[src/rtl/median_window_7.sv]
// Sliding 7-sample window feeding the median/sort network; holds the last 7 accepted samples.
// Latency: one cycle registered; a sample accepted at edge t appears on win_6 after edge t.
// Backpressure: a full, unconsumed window deasserts in_ready; flush also holds in_ready low.
module median_window_7 #(
    parameter int WIDTH = 32,
    parameter int SEQ_W = 16
) (
    input  logic             clk,
    input  logic             rst_n,
    input  logic             flush,
    input  logic             in_valid,
    output logic             in_ready,
    input  logic [WIDTH-1:0] in_data,
    output logic             out_valid,
    input  logic             out_ready,
    output logic [WIDTH-1:0] win_0,
    output logic [WIDTH-1:0] win_1,
    output logic [WIDTH-1:0] win_2,
    output logic [WIDTH-1:0] win_3,
    output logic [WIDTH-1:0] win_4,
    output logic [WIDTH-1:0] win_5,
    output logic [WIDTH-1:0] win_6,
    output logic [SEQ_W-1:0] win_seq,
    output logic             filling
);

    typedef enum logic {
        FILL   = 1'b0,
        STREAM = 1'b1
    } state_t;

    state_t           state_q, state_d;
    logic [2:0]       fill_cnt_q, fill_cnt_d;
    logic             out_valid_q, out_valid_d;
    logic [SEQ_W-1:0] seq_q, seq_d;
    logic [WIDTH-1:0] win_q [7];
    logic             accept;

    // Input is blocked while flushing or while a full window waits for the consumer.
    assign in_ready = !flush && (!out_valid_q || out_ready);
    assign accept   = in_valid && in_ready;

    assign out_valid = out_valid_q;
    assign win_seq   = seq_q;
    assign win_0     = win_q[0];
    assign win_1     = win_q[1];
    assign win_2     = win_q[2];
    assign win_3     = win_q[3];
    assign win_4     = win_q[4];
    assign win_5     = win_q[5];
    assign win_6     = win_q[6];

    // Control state register; filling is registered alongside the state it mirrors.
    always_ff @(posedge clk or negedge rst_n) begin
        if (!rst_n) begin
            state_q     <= FILL;
            fill_cnt_q  <= 3'd0;
            out_valid_q <= 1'b0;
            seq_q       <= '0;
            filling     <= 1'b1;
        end else begin
            state_q     <= state_d;
            fill_cnt_q  <= fill_cnt_d;
            out_valid_q <= out_valid_d;
            seq_q       <= seq_d;
            filling     <= (state_d == FILL);
        end
    end

    // Next-state logic: flush wins, then accept, then a bare consume drops out_valid.
    always_comb begin
        state_d     = state_q;
        fill_cnt_d  = fill_cnt_q;
        out_valid_d = out_valid_q;
        seq_d       = seq_q;
        if (flush) begin
            state_d     = FILL;
            fill_cnt_d  = 3'd0;
            out_valid_d = 1'b0;
            seq_d       = '0;
        end else if (accept) begin
            case (state_q)
                FILL: begin
                    if (fill_cnt_q == 3'd6) begin
                        // Seventh sample completes the first window, which is numbered 0.
                        state_d     = STREAM;
                        fill_cnt_d  = 3'd7;
                        out_valid_d = 1'b1;
                        seq_d       = '0;
                    end else begin
                        fill_cnt_d = fill_cnt_q + 3'd1;
                    end
                end
                STREAM: begin
                    out_valid_d = 1'b1;
                    seq_d       = seq_q + 1'b1;
                end
                default: begin
                    state_d = FILL;
                end
            endcase
        end else if (out_valid_q && out_ready) begin
            out_valid_d = 1'b0;
        end
    end

    // Window shift register: oldest sample falls out of slot 0; contents survive flush.
    always_ff @(posedge clk or negedge rst_n) begin
        if (!rst_n) begin
            for (int k = 0; k < 7; k++) begin
                win_q[k] <= '0;
            end
        end else if (accept) begin
            for (int k = 0; k < 6; k++) begin
                win_q[k] <= win_q[k+1];
            end
            win_q[6] <= in_data;
        end
    end

endmodule

[config.mk]
export PLATFORM = sky130hd
export DESIGN_NAME = median_window_7
export DESIGN_NICKNAME = d
export VERILOG_FILES = /design/src/rtl/median_window_7.sv
export SDC_FILE = /design/constraint.sdc
export NUM_CORES = 1
export LEC_CHECK = 0
export BUFFER_PORTS_ARGS = -buffer_cell sky130_fd_sc_hd__buf_4
export CORE_ASPECT_RATIO = 1.4
export CORE_MARGIN = 1
export CORE_UTILIZATION = 52
export DETAILED_ROUTE_END_ITERATION = 8
export GPL_TIMING_DRIVEN = 0
export PLACE_DENSITY = 0.8
export SETUP_SLACK_MARGIN = 0.5
export SYNTH_ARGS = -nofsm -noshare
export SYNTH_HDL_FRONTEND = slang
export SYNTH_SLANG_ARGS = --single-unit
[constraint.sdc]
create_clock -name clk -period 2.5 [get_ports clk]
set_input_delay 0.375 -clock clk [delete_from_list [all_inputs] [get_ports clk]]
set_output_delay 0.375 -clock clk [all_outputs]
set_load 0.05 [all_outputs]
==> impl_metrics.py <==
metrics = {
    "critical_path": {
        "path_cells": "nor2b_1 -> nor2_4 -> clkbuf_2 -> buf_1 -> nand2_1 -> nand2_1",
        "crit_path_start_kind": "register",
        "worst_path_largest_cell_delay_ps": 410,
        "crit_cells": 6,
        "reg2reg_depth": 6,
        "crit_required_ps": 2930,
        "reg2reg_to": "win_3[9]$_DFFE_PN0P_",
        "cpMaxStageDelayCell": "dfrtp_1",
        "worst-endpoint-arrival_ps": 2390,
        "crit_fanout": 10,
        "worst_path_most_repeated_cell": "nand2_1",
        "end_kind": "register",
        "path_buf_inv": 2,
        "rrSetupSlack_ps": 540,
        "crit_type": "register to register",
        "worst_path_dominant_cell_family": "simple AND/OR/NAND/NOR gates",
        "r2r-start": "out_valid$_DFFE_PN0P_",
    },
    "synthesis": {
        "synthesis.nets": 1118,
        "syn_area_per_cell_sq_um": 8.86,
        "synth-async-reset-ratio_pct": 100,
        "ys_ff_latch": 246,
        "synth_cells": 1078,
        "synth_edf_count": 0,
        "ys.flop_type": "dfrtp_1",
        "synth_area_leader_cell": "dfrtp_1",
        "synth.most_common_cell": "nand2_1",
        "synth_top_area_share_pct": 64.2,
        "synthTopCellsByCount": "nand2_1 (682), dfrtp_1 (245), clkbuf_1 (41), a21oi_1 (18)",
        "ys_types": 35,
        "ys_top_cells_by_area": "dfrtp_1 (64%), nand2_1 (27%), clkbuf_1 (1.6%), a21oi_1 (0.94%), o31ai_1 (0.79%)",
        "ys_seq_area_share_pct": 64.5,
        "ys_warn_count": 0,
        "syn_area_sq_mm": 0.00955,
    },
    "die": {
        "die_y_um": 162,
        "die-area_sq_mm": 0.0189,
        "core_sq_mm": 0.0180,
        "pin_count": 280,
        "start_util_pct": 53.1,
        "std_cell_rows": 58,
        "fp.dieW_um": 117,
    },
    "hold_path": {
        "hp-start": "in_data[1]",
        "worst_hold_path.endpoint": "win_6[1]$_DFFE_PN0P_",
        "hp-class": "input port to register",
        "hold_path_depth": 3,
    },
    "power": {
        "power_w": 0.0131,
        "power_leakage_nw": 7.24,
        "cellPowerDensity_mw_per_mm2": 1030,
        "ir_worst_vdd_mv": 0.671,
    },
    "global_routing": {
        "track_usage_pct": 27.3,
        "grt_max_degree": 96,
        "grt_pass1_vias": 7928,
        "antenna_found_initial": 0,
        "grt_pass1_wl_um": 40000,
        "overflow": 0,
    },
    "timing": {
        "fin_crit_sh_pct": 78.3,
        "max_clock_freq_ghz": 0.511,
        "hold_viol_final": 0,
        "worst_pin_slew_ps": 530,
        "fin_ws_ps": 543,
        "slew_headroom_pct": 64.4,
        "fin_skew_ps": 7.18,
        "rsz0062_at_grt": "true",
        "holdWs_ps": 61.7,
        "setup_viol": 0,
        "setup-tns-final_ps": 0,
        "layout_min_cycle_time_ps": 1960,
        "slew_viol_final": 0,
    },
    "placed_design": {
        "place_ws_ps": 195,
        "hpwlAfterDp_um": 19000,
        "gp_congestion": 0.824,
        "dp.cells": 1599,
        "port_buffers": 279,
    },
    "drt": {
        "wire_per_inst_um": 15.5,
        "postRouteAntennaNets": 0,
        "drt_first_pass_iters": 5,
        "drc_errors": 0,
        "drt-total-wl_um": 25400,
        "avgViaCountPerCell": 4.95,
        "vias": 8115,
        "initialDrtViolationCount": 348,
    },
    "clocking": {
        "cts_buffers": 23,
        "clk_latency_ps": 500,
        "cts.sinks": 246,
        "cts_tree": "yes",
        "cts_buffer_depth": 3,
        "clkSlewWorstSetupHoldPaths_ps": 60,
        "cts_root_buffer": "clkbuf_16",
        "htreeDepth": 1,
    },
    "final_layout": {
        "n_antenna_cell": 0,
        "drive_gt1_share_pct": 25.3,
        "synthToLayoutAreaGrowth_pct": 34.0,
        "finalNonFillerCells": 1641,
        "nets": 1427,
    },
    "flow_run": {
        "max_cap_violations": 0,
    },
    "outcome": {
        "outcome": "finished, final reports clean",
    },
}
## flip-flops by register name, summed over array words and instances (netlist names), 16 cells and up
register  cells
win_0        32
win_1        32
win_2        32
win_3        32
win_4        32
win_5        32
win_6        32
win_seq      16
## where the power goes
part | switching (W) | internal, W | leakage [nW]
Sequential | 0.000585 | 0.00466 | 3.23
Clock | 0.00144 | 0.00190 | 0.356
Combinational | 0.00337 | 0.00119 | 3.65
## worst max-delay path by stage
stage	to	start
global placement	win_seq[3]$_DFFE_PN0P_	rst_n
CTS	win_seq[3]$_DFFE_PN0P_	fill_cnt_q[0]$_DFFE_PN0P_
global route	win_2[4]$_DFFE_PN0P_	out_valid$_DFFE_PN0P_
detailed placement	win_seq[9]$_DFFE_PN0P_	fill_cnt_q[0]$_DFFE_PN0P_
floorplan	win_seq[15]$_DFFE_PN0P_	win_seq[7]$_DFFE_PN0P_
finish	win_3[9]$_DFFE_PN0P_	out_valid$_DFFE_PN0P_
## metal layers
metal	track usage, %	vias to the layer above	part of all wire, %
met5	0	-	0
met4	11.3	0	4.1
met3	5.25	60	5.8
met2	49.4	249	53
met1	31.2	3836	37
li1	-	3970	-
## placed cells by master, fill, tap and decap left out, types with 6 or more instances in the layout
cell type  synthesis  final
clkbuf_1          41     28
nand3_1            6      6
or4_1              9      9
nand2_1          682    682
clkbuf_2           0     14
o21ai_0            7      7
clkbuf_16          0     23
buf_4              0    280
o31ai_1           10      9
a21oi_1           18     17
inv_1              6      6
clkinv_2           0      7
buf_1             10     10
dfrtp_2            0      7
dfrtp_1          245    238
## cells by family (layout without fill, tap and decap cells)
logic type / after synthesis / in the layout / synth area share [%]
multiplexers: 1 / 1 / 0.105
buffers and inverters: 61 / 384 / 2.58
AO/OA/AOI/OAI: 42 / 42 / 2.67
flip-flops: 246 / 246 / 64.5
adder cells (fa/ha/maj): 3 / 3 / 0.393
AND/OR/NAND/NOR: 725 / 725 / 29.8
## worst register-to-register path: stages, from the launching register on
cell and delay (ps):
dfrtp_1 410, nor2b_1 200, nor2_4 380, clkbuf_2 360
buf_1 370, nand2_1 120, nand2_1 70
## repair_timing
action	4_1_cts	5_1_grt
gates resized for setup	8	20
hold endpoints to repair	70	0
setup buffers	0	2
pin swaps	0	3
hold buffers	1	0
endpoints found under the setup margin	160	150
## layout make-up
class / count / area (sq um)
flip-flops and latches: 246 / 6170
well taps: 240 / 300
plain buffers: 55 / 243
inverters: 6 / 22.5
clock inverters: 10 / 80.1
repair buffers: 284 / 2180
clock buffers: 29 / 638
multi-input cells: 771 / 3170
fillers: 1413 / 5200
## through the flow
step                      instance area [sq um]  util [%]
after floorplan                            9560         -
after global placement                    12000      66.4
after detailed placement                  12000      66.8
after CTS                                 12800      70.9
after global routing                      12800      71.1
final                                     12800      71.1
No activity file was read; power rests on OpenSTA's default activity.
